## config.mk

```make
export PLATFORM = sky130hd
export DESIGN_NAME = sram_fill_verify
export DESIGN_NICKNAME = d
export VERILOG_FILES = /design/src/rtl/sramfb_pkg.sv /design/src/rtl/sram_slot_strobes.sv /design/src/rtl/sram_fill_verify.sv
export SDC_FILE = /design/constraint.sdc
export NUM_CORES = 1
export LEC_CHECK = 0
export ABC_AREA = 1
export ABC_CLOCK_PERIOD_IN_PS = 2700
export CAP_MARGIN = 20
export CELL_PAD_IN_SITES_DETAIL_PLACEMENT = 0
export CELL_PAD_IN_SITES_GLOBAL_PLACEMENT = 2
export CORE_AREA = 2 2 144 146
export DETAILED_ROUTE_END_ITERATION = 10
export DIE_AREA = 0 0 146 148
export GPL_TIMING_DRIVEN = 0
export HOLD_SLACK_MARGIN = 0.05
export PLACE_DENSITY = 0.82
export SKIP_LAST_GASP = 1
export SLEW_MARGIN = 30
export SYNTH_ARGS = -nofsm -noshare
export SYNTH_HDL_FRONTEND = slang
export SYNTH_SLANG_ARGS = --single-unit
```

## constraint.sdc

```tcl
create_clock -name clk -period 2.7 [get_ports clk]
set_input_delay 0.405 -clock clk [delete_from_list [all_inputs] [get_ports clk]]
set_output_delay 0.405 -clock clk [all_outputs]
set_load 0.1 [all_outputs]
```

## src/rtl/sramfb_pkg.sv

```systemverilog
// Shared types and slot-phase constants for the SRAM fill/verify engine.
package sramfb_pkg;

    localparam int DATA_W = 16;

    localparam logic [2:0] PH_ADDR    = 3'd0;
    localparam logic [2:0] PH_WE_ON   = 3'd1;
    localparam logic [2:0] PH_WE_OFF  = 3'd5;
    localparam logic [2:0] PH_SAMPLE  = 3'd5;
    localparam logic [2:0] PH_RELEASE = 3'd6;
    localparam logic [2:0] PH_ADV     = 3'd7;

    typedef enum logic [2:0] {
        ST_IDLE,
        ST_PEND,
        ST_FILL,
        ST_VERIFY,
        ST_DONE
    } state_t;

    typedef enum logic [1:0] {
        MODE_IDLE,
        MODE_WRITE,
        MODE_READ
    } slot_mode_t;

    function automatic logic [DATA_W-1:0] sat_inc(input logic [DATA_W-1:0] v);
        return (v == {DATA_W{1'b1}}) ? v : v + 1'b1;
    endfunction

endpackage

```

## src/rtl/sram_slot_strobes.sv

```systemverilog
// Registered SRAM strobes for one 8-phase slot; the parent selects write, read or idle.
module sram_slot_strobes
    import sramfb_pkg::*;
(
    input  logic       clk,
    input  logic       reset_n,
    input  logic [2:0] phase,
    input  slot_mode_t mode,
    output logic       ce_n,
    output logic       oe_n,
    output logic       we_n,
    output logic       dq_oe
);

    always_ff @(posedge clk or negedge reset_n) begin
        if (!reset_n) begin
            ce_n  <= 1'b1;
            oe_n  <= 1'b1;
            we_n  <= 1'b1;
            dq_oe <= 1'b0;
        end else begin
            case (mode)
                MODE_WRITE: begin
                    oe_n <= 1'b1;
                    case (phase)
                        PH_ADDR:    begin ce_n <= 1'b0; dq_oe <= 1'b1; end
                        PH_WE_ON:   we_n <= 1'b0;
                        PH_WE_OFF:  we_n <= 1'b1;
                        PH_RELEASE: begin ce_n <= 1'b1; dq_oe <= 1'b0; end
                        default:    ;
                    endcase
                end
                MODE_READ: begin
                    we_n  <= 1'b1;
                    dq_oe <= 1'b0;
                    case (phase)
                        PH_ADDR:    begin ce_n <= 1'b0; oe_n <= 1'b0; end
                        PH_RELEASE: begin ce_n <= 1'b1; oe_n <= 1'b1; end
                        default:    ;
                    endcase
                end
                default: begin
                    ce_n  <= 1'b1;
                    oe_n  <= 1'b1;
                    we_n  <= 1'b1;
                    dq_oe <= 1'b0;
                end
            endcase
        end
    end

endmodule

```

## src/rtl/sram_fill_verify.sv

```systemverilog
// Fills SRAM with the test counter, one word per 8-phase slot, then reads back and checks seed+addr.
// Optional first-error capture of err_addr/err_data is enabled by defining ERROR_CAPTURE_EN.
module sram_fill_verify
    import sramfb_pkg::*;
#(
    parameter int unsigned       ADDR_W    = 18,
    parameter logic [ADDR_W-1:0] LAST_ADDR = {ADDR_W{1'b1}}
) (
    input  logic              clk,
    input  logic              reset_n,
    input  logic [2:0]        clkPhase,
    input  logic              start,
    input  logic [DATA_W-1:0] data_in,
    output logic [ADDR_W-1:0] sram_addr,
    output logic [DATA_W-1:0] sram_dq_out,
    output logic              sram_dq_oe,
    input  logic [DATA_W-1:0] sram_dq_in,
    output logic              sram_ce_n,
    output logic              sram_oe_n,
    output logic              sram_we_n,
    output logic              sram_ub_n,
    output logic              sram_lb_n,
    output logic              busy,
    output logic              done,
    output logic              pass,
    output logic [DATA_W-1:0] err_count,
    output logic [ADDR_W-1:0] err_addr,
    output logic [DATA_W-1:0] err_data
);

    state_t            state_reg, state_next;
    slot_mode_t        slot_mode;
    logic [DATA_W-1:0] seed_reg;
    logic [DATA_W-1:0] rd_data_reg;
    logic [DATA_W-1:0] expected_word;
    logic              at_last;
    logic              accept_start;
    logic              mismatch;

    assign at_last       = (sram_addr == LAST_ADDR);
    assign accept_start  = start && ((state_reg == ST_IDLE) || (state_reg == ST_DONE));
    assign expected_word = seed_reg + DATA_W'(sram_addr);
    assign mismatch      = (rd_data_reg != expected_word);

    always_ff @(posedge clk or negedge reset_n) begin
        if (!reset_n) state_reg <= ST_IDLE;
        else          state_reg <= state_next;
    end

    // PEND joins FILL on the phase-0 edge, so that edge already opens the first write slot.
    always_comb begin
        state_next = state_reg;
        slot_mode  = MODE_IDLE;
        case (state_reg)
            ST_IDLE, ST_DONE: if (start) state_next = ST_PEND;
            ST_PEND: begin
                if (clkPhase == PH_ADDR) begin
                    state_next = ST_FILL;
                    slot_mode  = MODE_WRITE;
                end
            end
            ST_FILL: begin
                slot_mode = MODE_WRITE;
                if (clkPhase == PH_ADV && at_last) state_next = ST_VERIFY;
            end
            ST_VERIFY: begin
                slot_mode = MODE_READ;
                if (clkPhase == PH_ADV && at_last) state_next = ST_DONE;
            end
            default: state_next = ST_IDLE;
        endcase
    end

    sram_slot_strobes u_strobes (
        .clk     (clk),
        .reset_n (reset_n),
        .phase   (clkPhase),
        .mode    (slot_mode),
        .ce_n    (sram_ce_n),
        .oe_n    (sram_oe_n),
        .we_n    (sram_we_n),
        .dq_oe   (sram_dq_oe)
    );

    always_ff @(posedge clk or negedge reset_n) begin
        if (!reset_n) begin
            sram_addr   <= '0;
            sram_dq_out <= '0;
            sram_ub_n   <= 1'b1;
            sram_lb_n   <= 1'b1;
            seed_reg    <= '0;
            rd_data_reg <= '0;
            busy        <= 1'b0;
            done        <= 1'b0;
            pass        <= 1'b0;
            err_count   <= '0;
        end else begin
            sram_ub_n <= 1'b0;
            sram_lb_n <= 1'b0;
            case (state_reg)
                ST_IDLE, ST_DONE: begin
                    if (start) begin
                        busy      <= 1'b1;
                        done      <= 1'b0;
                        pass      <= 1'b0;
                        err_count <= '0;
                    end
                end
                ST_PEND: begin
                    if (clkPhase == PH_ADDR) begin
                        sram_addr   <= '0;
                        seed_reg    <= data_in;
                        sram_dq_out <= data_in;
                    end
                end
                ST_FILL: begin
                    if (clkPhase == PH_ADDR) sram_dq_out <= data_in;
                    if (clkPhase == PH_ADV)  sram_addr   <= at_last ? '0 : sram_addr + 1'b1;
                end
                ST_VERIFY: begin
                    if (clkPhase == PH_SAMPLE) rd_data_reg <= sram_dq_in;
                    if (clkPhase == PH_RELEASE && mismatch) err_count <= sat_inc(err_count);
                    if (clkPhase == PH_ADV) begin
                        if (at_last) begin
                            sram_addr <= '0;
                            busy      <= 1'b0;
                            done      <= 1'b1;
                            pass      <= (err_count == '0);
                        end else begin
                            sram_addr <= sram_addr + 1'b1;
                        end
                    end
                end
                default: ;
            endcase
        end
    end

`ifdef ERROR_CAPTURE_EN
    logic [ADDR_W-1:0] err_addr_reg;
    logic [DATA_W-1:0] err_data_reg;

    // err_count is still zero on the first mismatch of a run, which marks it as the one to keep.
    always_ff @(posedge clk or negedge reset_n) begin
        if (!reset_n) begin
            err_addr_reg <= '0;
            err_data_reg <= '0;
        end else if (accept_start) begin
            err_addr_reg <= '0;
            err_data_reg <= '0;
        end else if (state_reg == ST_VERIFY && clkPhase == PH_RELEASE && mismatch
                     && err_count == '0) begin
            err_addr_reg <= sram_addr;
            err_data_reg <= rd_data_reg;
        end
    end

    assign err_addr = err_addr_reg;
    assign err_data = err_data_reg;
`else
    logic unused_capture;
    assign unused_capture = accept_start;
    assign err_addr = '0;
    assign err_data = '0;
`endif

endmodule
```

* Word level (Yosys, flattened, before mapping)
Index checks and enable logic that the tools add are counted.
Operators by class: reductions and logical operators 18, equality and inequality tests 26, $add $sub $neg 3, multiplexer cells 33
Operators with widths (count):
- $mux W18 | 3
- $mux W16 | 3
- $pmux W18 S2 | 1
- $pmux W16 S2 | 1
- $add A18 B1 Y18 const B | 1
- $eq A18 B18 Y1 const B | 1
- $add A16 B1 Y16 const B | 1
- $add A16 B16 Y16 | 1
- $eq A16 B16 Y1 const B | 1
- $logic_not A16 Y1 | 1
- $ne A16 B16 Y1 | 1
- $ne A2 B2 Y1 const B | 8
- $mux W1 | 13
- $eq A3 B3 Y1 const B | 4
- $mux W3 | 4
- $pmux W1 S2 | 6
- $pmux W3 S4 | 1
- $reduce_and A4 Y1 | 3
- $ne A3 B3 Y1 const B | 3
- $reduce_or A2 Y1 | 4
- $eq A3 B1 Y1 const B | 2
- $eq A3 B2 Y1 const B | 2
- $logic_not A3 Y1 | 2
- $pmux W2 S3 | 1
- other kinds (8) | 12
Word-level totals: input port bits 38, output and inout port bits 93, register bits 93, logic and storage cells 94

* Logic depth before layout (Yosys ltp)
Gate-level depths: netlist of run 1.
depth after elaboration 6, gate-level depth with buffers 21, gate-level depth less buffers 20

* By module
From an unflattened synthesis of run 1, not the netlist that was laid out.
Unflattened totals: cells, all modules 784, area total of the unflattened synthesis 5816.8 µm²
Modules (own cells, without submodules):
- sram_fill_verify | instances 1, seq. area each 2228.4 µm², area each 5584.1 µm², cells an instance 758
- sram_slot_strobes | instances 1, seq. area each 103.8 µm², area each 232.7 µm², cells an instance 26

* Worst setup path before layout of run 1
OpenSTA, ideal clock, no wires.
path kind register to register, start point register sram_addr[0], end point register err_count[9], clock period less this slack 2.972 ns, required time 2.633 ns, buffers on the path 1, library setup time 0.067 ns, cell stages (with the launch flop) 17, path slack -0.272 ns, data arrival time 2.904 ns, cell sequence dfrtp_1 > ha_1 > fa_1 > xnor2_1 > nand2_1 > nor2_1 > nand3_1 > nor2_1 > nand3_1 > nor2_1 > nand3_1 > nand2_2 > nand2_4 > nand2_4 > buf_6 > nand2_1 > nand2_1
On the way: longest elaborated chain between the ends 5
RTL lines:
- start: declaration | RTL line sram_fill_verify.sv:14 | output logic [ADDR_W-1:0] sram_addr,
- start signal: assignment | RTL line sram_fill_verify.sv:118 | if (clkPhase == PH_ADV) sram_addr <= at_last ? '0 : sram_addr + 1'b1;
- start signal: assignment | RTL line sram_fill_verify.sv:130 | sram_addr <= sram_addr + 1'b1;
- $add A16 B16 Y16 | RTL line sram_fill_verify.sv:42 | assign expected_word = seed_reg + DATA_W'(sram_addr);
- $ne A16 B16 Y1 | RTL line sram_fill_verify.sv:43 | assign mismatch = (rd_data_reg != expected_word);
- $logic_and A1 B1 Y1 | RTL line sram_fill_verify.sv:122 | if (clkPhase == PH_RELEASE && mismatch) err_count <= sat_inc(err_count);
- $ne A2 B2 Y1 (no line)
- $reduce_and A4 Y1 (no line)
- end signal: assignment | RTL line sram_fill_verify.sv:122
- end: declaration | RTL line sram_fill_verify.sv:26 | output logic [DATA_W-1:0] err_count,
No other way between the ends. A chain may end at the register's enable or synchronous reset.

* Worst setup path in the final report of run 1
start point register sram_addr[0], end point register err_count[6]
The elaborated chain is that of the path after synthesis.

==> qor.csv, run 1 <==
metric;value;unit
status;finished, final reports clean;
io_pins;131;
grt_max_degree;60;
vias_per_cell;4.31;
overflow;0;
clk_pin_slew;0.08;ns
hpwlAfterDp;12.4;mm
area_growth;36.1;%
required;3.00;ns
row_count;52;
path_common_cell;nand2_1;
cp_slowest_stage_delay;0.43;ns
hold_ws;0.488;ns
startpoint_type;flop;
crit_type;reg2reg;
async_flop_share;100;%
cts_tree;built;
worst-path-buf-inv;2;
largest_reg_flops;18;
ant_nets;0;
synth_edf_count;0;
rsz0062_at_grt;yes;
worst_r2r_endpoint;err_count[6];
grt_pass1_vias;4927;
cts_made_buffers;9;
syn_inst;749;
hold-path-endpoint;sram_dq_out[0];
drt-pass1-iter-count;6;
ys.flop_type;dfrtp_1;
finalInstanceArea;7750;µm²
finalSetupViolations;0;
drt_iter0_markers;246;
cp.arrival;2.93;ns
holdPathStages;2;
worstMarginPinSlew;1.02;ns
drc;0;
vias;5075;
hold_path_startpoint;sram_dq_out[0];
crit_chain;ha_4, fa_2, nand2_2, nand2_2, nand2_2, buf_4, nand2_1, nand2_1, nand3_2, nor2_2, nand3_2, nor2_4, nand3_4, nand2_4, nand2_8, nand2_8, clkbuf_16, nand2_1, nand2_1;
p_leak;3.75;nW
power_density;1170;nW/µm²
antennaDiodeCount;0;
drv_cap;0;
htreeDepth;3;
max-slew-margin-rel;32.1;%
drive_above_1_share;15.9;%
worstSkewPairLatency;0.36;ns
core;20000;µm²
avgSynthCellArea;7.60;µm²
power;9.08;mW
cp_top_family;simple AND/OR/NAND/NOR gates;
grtUsageTotal;15.3;%
antenna_found_initial;0;
synthesis.area;5690;µm²
clock-sinks;93;
initial_core_util;28.4;%
placed_area;7160;µm²
top_register;sram_addr;
die_y;148;µm
worst_ir_drop_vdd;0.000614;V
ys_warn_count;0;
finalHoldViolations;0;
wl_per_cell;13.7;µm
cp_slowest_cell;dfrtp_2;
period_needed;2.63;ns
finalMaxSlewViolations;0;
die_area;21600;µm²
hp-class;reg2reg;
startpoint;sram_addr[0];
worst_setup_path_end_kind;flop;
synth.distinct_cells;43;
numPortBuffers;96;
cp_max_fo;8;
die_x;146;µm
grt_pass1_wl;26.2;mm
ff2ff_setup_slack;0.07;ns
place.gp.congestion;0.787;
period_share;97.4;%
clockBufferDepth;2;
fmax;0.380;GHz
final_nets;961;
ys_seq_elements;93;
reg2reg_depth;19;
fin_worst_skew;0.0140;ns
crit-reg2reg-launch;sram_addr[0];
ys_seq_area_share;41.0;%
wirelength;16.2;mm
root_buffer;clkbuf_16;
[per-layer routing]
layer  up-vias  GRT usage, %  share of wire (%)
li1       2635             -                  -
met1      2315          20.6                 49
met2       106          24.9                 45
met3        19          3.21                4.4
met4         0          4.71                1.4
met5         -             0                  0
[worst min-delay path, cell delays in order, from the launching register on]
cell and delay [ns]:
dfrtp_1 0.35, nand2_1 0.05, o21ai_0 0.06
[power breakdown]
| part | internal, mW | total, mW | switching, mW |
|---|---|---|---|
| clock | 0.725 | 1.32 | 0.592 |
| combinational | 1.62 | 5.36 | 3.74 |
| sequential | 1.91 | 2.40 | 0.494 |
[metrics by stage]
step                TNS [ns]  setup slack [ns]  utilization (%)  cells
floorplan                  0           0.00420                -    783
global placement     -248.50             -3.01             35.6   1149
detailed placement     -4.38            -0.252             35.7   1150
CTS                  -0.0261          -0.00578             37.5   1170
global route           -1.11           -0.0890             38.7   1177
finish                     0            0.0692             38.7   1177
[placed cells by master (no fill, tap or decap), drive strengths merged]
cell,count
a21oi,25
nor2,64
dfrtp,89
o21ai,49
nand3b,7
ha,20
clkdlybuf4s50,95
conb,35
o21a,1
fa,1
nand3,50
a31oi,4
nand4,7
o211ai,1
clkbuf,23
buf,47
nor3b,1
dfstp,4
nand2,201
o211a,1
mux2,14
a211oi,5
clkinv,2
inv,106
nor4,3
clkinvlp,3
and3,1
nor3,24
bufinv,1
a211o,1
dlygate4sd3,1
xnor2,9
a22oi,1
xor2,11
[area by class of cell]
type	instances	area (µm²)
clock buffers	11	233
repair buffers	107	1090
repair inverters	1	5.00
well taps	270	338
multi-input cells	536	2940
clock inverters	5	60.1
inverters	106	402
flip-flops and latches	93	2350
fillers	2160	12300
plain buffers	48	330
[worst max-delay path by stage]
stage | end | slack (ns) | cells after the start
floorplan | err_count[9] | 0.004 | 19
global placement | err_count[0] | -3.01 | 1
detailed placement | err_count[11] | -0.25 | 17
CTS | err_count[11] | -0.006 | 16
global route | err_count[10] | -0.09 | 18
finish | err_count[6] | 0.07 | 19
[logic make-up after synthesis]
kind of cell    share of synthesized area (%)
other cells                            0.0659
flops                                    41.0
simple gates                             27.3
xor+xnor                                 3.08
compound gates                           8.47
fa+ha+maj                                4.75
buf+inv                                  12.6
mux                                      2.77
[synth_stat cells (all sizes together), types with 5 or more instances]
cell type / n / area, µm²
a211oi: 5 / 37.5
xor2: 11 / 96.3
a21oi: 25 / 133
nor3: 24 / 136
nor2: 64 / 250
inv: 104 / 390
clkbuf: 11 / 41.3
buf: 37 / 279
nand4: 7 / 43.8
nand3: 50 / 255
nand2: 201 / 774
nand3b: 7 / 52.6
xnor2: 9 / 78.8
ha: 20 / 250
o21ai: 49 / 245
dfrtp: 89 / 2230
mux2: 14 / 158
[what timing repair did]
| action | in CTS | in global routing |
|---|---|---|
| setup buffers | 3 | 5 |
| gates cloned | 0 | 2 |
| gates resized for setup | 8 | 44 |
| setup endpoints to repair | 16 | 26 |
| hold endpoints to repair | 31 | 0 |
| pin swaps | 2 | 22 |
| hold buffers | 1 | 0 |
Power figures use the tool's default switching activity.
==> run 2, diff against run 1 <==
- CELL_PAD_IN_SITES_DETAIL_PLACEMENT: 0 -> default
- CELL_PAD_IN_SITES_GLOBAL_PLACEMENT: 2 -> default
- CORE_AREA: 2 2 144 146 -> 2 2 141 143
- DIE_AREA: 0 0 146 148 -> 0 0 143 145
- PLACE_DENSITY: 0.82 -> 0.54
==> run 2 against run 1 <==
- routed wire length down 6.5%
- combinational power down 4.1%
- final cell count decreased by 0.59%
- total power shrank 2.7%
- largest cell class unchanged
==> qor.csv, run 2 (same netlist as run 1, synthesis figures left out) <==
metric;value;unit
drc;0;
fin_worst_skew;0.00789;ns
period_share;98.8;%
power_density;1170;nW/µm²
die_x;143;µm
cp_slowest_stage_delay;0.54;ns
initial_core_util;29.6;%
path_common_cell;nand2_1;
drt-pass1-iter-count;5;
status;finished, final reports clean;
required;2.99;ns
io_pins;131;
fin_util;39.5;%
place.gp.congestion;0.840;
rsz0062_at_grt;yes;
numPortBuffers;96;
drv_cap;0;
top_register;sram_addr;
wl_per_cell;12.9;µm
worst_setup_path_end_kind;flop;
drive_above_1_share;13.7;%
cts_tree;built;
finalSetupViolations;0;
wirelength;15.1;mm
root_buffer;clkbuf_16;
worst_ir_drop_vdd;0.000701;V
num-fill-cells;2005;
startpoint_type;flop;
drt_iter0_markers;315;
fin_tns_setup;0;ns
grt_max_degree;58;
finalHoldViolations;0;
grtUsageTotal;14.9;%
clk_pin_slew;0.07;ns
grt_pass1_wl;24.2;mm
die_area;20700;µm²
fmax;0.375;GHz
worstSkewPairLatency;0.36;ns
vias_per_cell;4.34;
worstMarginPinSlew;1.04;ns
ant_nets;0;
largest_reg_flops;18;
final_common_cell;nand2_1;
htreeDepth;3;
hold_ws;0.487;ns
grt_pass1_vias;4626;
antenna_found_initial;0;
max-slew-margin-rel;30.6;%
core;19200;µm²
antennaDiodeCount;0;
crit_type;reg2reg;
cts_made_buffers;9;
row_count;51;
overflow;0;
layout_common_cells;nand2_1, inv_1, clkdlybuf4s50_1;
area_growth;33.2;%
period_needed;2.67;ns
p_leak;3.75;nW
cp_slowest_cell;fa_2;
die_y;145;µm
cp_max_fo;7;
clockBufferDepth;2;
clock-sinks;93;
hpwlAfterDp;11.6;mm
finalMaxSlewViolations;0;
cp.arrival;2.96;ns
hp-class;reg2reg;
final_nets;959;
crit_chain;ha_4, fa_2, xnor2_2, nand2_1, nor2_1, nand3_1, nor2_1, nand3_1, nor2_2, nand3_2, nand2_2, nand2_4, nand2_4, clkbuf_16, nand2_1, nand2_1;
vias;5077;
[run 2: repair_timing]
action                                 in CTS  in global routing
setup buffers                               3                  4
hold buffers                                1                  0
gates resized for setup                     7                 11
gates cloned                                0                  1
endpoints found under the hold margin      35                  0
setup endpoints to repair                  16                 19
pin swaps                                   1                  6
[run 2: metal layers]
metal / up-vias / wire [µm] / GRT usage (%)
met4: 0 / 182 / 4.16
met2: 140 / 6810 / 22.7
li1: 2635 / - / -
met5: - / 0 / 0
met3: 10 / 816 / 3.23
met1: 2292 / 7310 / 21.2
[run 2: critical path, delay by kind of cell, from the launching register on]
kind,cells,cell delay [ns]
XOR/XNOR,1,0.11
AND/OR/NAND/NOR,12,1.16
flip-flops,1,0.43
adder cells (fa/ha/maj),2,0.73
buffers and inverters,1,0.16
[run 2: power by group]
group,internal (mW),switching (mW),total [mW]
clock network,0.729,0.594,1.32
registers,1.91,0.466,2.37
logic,1.51,3.63,5.14
total,4.15,4.69,8.84
[run 2: layout make-up]
class                   count  area, µm²  area share [%]
clock buffers              10        229            3.02
plain buffers              48        330            4.36
inverters                 106        398            5.25
well taps                 265        332            4.37
clock inverters             6       71.3           0.941
repair buffers            106       1050            13.9
multi-input cells         536       2820            37.2
flip-flops and latches     93       2350            31.0
[run 2: path summary, 6_finish.rpt]
check | start | endpoint | slack [ns] | cells after the start
setup / recovery | seed_reg[0] | err_count[13] | 0.03 | 16
hold / removal | sram_dq_out[6] | sram_dq_out[6] | 0.49 | 2
setup reg to reg | seed_reg[0] | err_count[13] | 0.03 | 16
hold reg to reg | sram_dq_out[6] | sram_dq_out[6] | 0.49 | 2
max in group asynchronous | reset_n | u_strobes.we_n | 1.53 | 3
min in group asynchronous | reset_n | sram_dq_out[3] | 0.51 | 2
[run 2: stage by stage]
step	power [mW]	std cells	worst slack [ns]	area, µm²
CTS	8.86	1165	0.00292	7510
global placement	7.39	1144	-2.86	7130
detailed placement	7.43	1145	-0.177	7150
global route	9.43	1170	-0.144	7580
floorplan	6.19	783	0.00420	5830
finish	8.84	1170	0.0333	7580
==> run 3, diff against run 2 <==
- SLEW_MARGIN: 30 -> 10
==> run 3 against run 2 <==
- non-clock buffer count down 4
- largest cell class unchanged
- highest routed layer unchanged
- sequential power barely moved
- critical endpoint unchanged
- final cell count decreased by 0.26%
==> qor.csv, run 3 (same netlist as run 1, synthesis figures left out) <==
metric;value;unit
status;finished, final reports clean;
core;19200;µm²
drv_cap;0;
vias_per_cell;4.36;
grt_pass1_vias;4614;
cts_tree;built;
rsz0062_at_grt;yes;
clk_pin_slew;0.07;ns
layout_setup_ws;0.0413;ns
clock-sinks;93;
initial_core_util;29.6;%
fin_worst_skew;0.00780;ns
ant_nets;0;
grt_pass1_wl;24.2;mm
drt_iter0_markers;267;
period_needed;2.66;ns
seq_power_share;27.1;%
numPortBuffers;96;
grt-busiest-layer;met2;
place.gp.congestion;0.840;
grtUsageTotal;14.9;%
finalInstanceArea;7580;µm²
period_share;98.5;%
required;2.94;ns
clock_power_share;13.9;%
grt_use_met3;2.87;%
combPwrFrac;59.0;%
die_area;20700;µm²
final_nets;956;
drt-pass1-iter-count;5;
io_pins;131;
p_leak;3.72;nW
wirelength;15.2;mm
htreeDepth;3;
drc;0;
antennaDiodeCount;0;
startpoint_type;flop;
crit_type;reg2reg;
die_x;143;µm
drive_above_1_share;12.4;%
switching_share;53.6;%
worstMarginPinSlew;1.06;ns
fmax;0.376;GHz
root_buffer;clkbuf_16;
antenna_found_initial;0;
grt_use_met2;22.1;%
worstSkewPairLatency;0.35;ns
worst_setup_path_end_kind;flop;
placed_area;7150;µm²
largest_reg_flops;18;
vias;5087;
area_growth;33.1;%
wl_per_cell;13.0;µm
fin_util;39.4;%
overflow;0;
power_density;1160;nW/µm²
place_ws;-0.163;ns
p_switching;4.69;mW
cp_max_fo;5;
use_met1;21.5;%
hold_ws;0.486;ns
finalHoldViolations;0;
max-slew-margin-rel;29.3;%
p_int;4.06;mW
top_register;sram_addr;
finalSetupViolations;0;
hpwlAfterDp;11.6;mm
clockBufferDepth;2;
grt_max_degree;58;
hp-class;reg2reg;
die_y;145;µm
layout_common_cells;nand2_1, inv_1, clkdlybuf4s50_1;
cts_made_buffers;9;
cp.arrival;2.90;ns
worst_ir_drop_vdd;0.000700;V
final_common_cell;nand2_1;
finalMaxSlewViolations;0;
row_count;51;
## run 3: repair_timing
item | CTS | global route
cloned | 0 | 2
buffers inserted | 1 | 3
setup endpoints to repair | 16 | 19
pin swaps | 0 | 5
gates resized for setup | 3 | 14
hold endpoints to repair | 30 | 0
hold buffers | 1 | 0
## run 3: stage by stage
stage          power [mW]  std cells  setup TNS, ns
2_1_floorplan        6.19        783              0
3_3_place_gp         7.39       1144        -233.47
3_5_place_dp         7.44       1145          -1.83
4_1_cts              8.73       1162       -0.00100
5_1_grt              9.36       1167          -1.91
6_report             8.75       1167              0
## run 3: cell type report
class / count / area (µm²)
fillers: 1995 / 11600
multi-input cells: 537 / 2850
flip-flops and latches: 93 / 2350
repair buffers: 103 / 1050
inverters: 106 / 398
well taps: 265 / 332
plain buffers: 47 / 319
clock buffers: 10 / 229
clock inverters: 6 / 46.3
## run 3: final timing paths
kind	startpoint	endpoint	slack, ns	cells past startpoint
setup reg to reg	seed_reg[0]	err_count[13]	0.04	15
max in group asynchronous	reset_n	u_strobes.oe_n	1.42	3
hold / removal	sram_dq_out[6]	sram_dq_out[6]	0.49	2
hold reg to reg	sram_dq_out[6]	sram_dq_out[6]	0.49	2
min in group asynchronous	reset_n	sram_dq_out[3]	0.56	2
setup / recovery	seed_reg[0]	err_count[13]	0.04	15
## run 3: metal layers
layer	wire [µm]	part of all wire (%)	vias to the layer above
met4	254	1.7	0
met2	6650	44	143
met5	0	0	-
met1	7360	49	2299
met3	894	5.9	13
li1	-	-	2632
## run 3: critical path, stage by stage (launching register included)
cell and delay (ns):
dfrtp_1 0.43, ha_4 0.19, fa_2 0.55, xnor2_2 0.11, nand2_1 0.08, nor2_1 0.12
nand3_1 0.09, nor2_1 0.09, nand3_1 0.12, nor2_2 0.11, nand3_2 0.15, nand2_4 0.12
nand2_8 0.09, clkbuf_16 0.18, nand3_1 0.06, nand2_1 0.06
## run 3: power groups by stage
stage,combinational [mW],clock (mW),sequential [mW]
detailed placement,5.04,0,2.39
floorplan,2.15,0,4.04
finish,5.16,1.22,2.37
global placement,5.00,0,2.39
global route,5.59,1.31,2.45
CTS,5.08,1.27,2.37
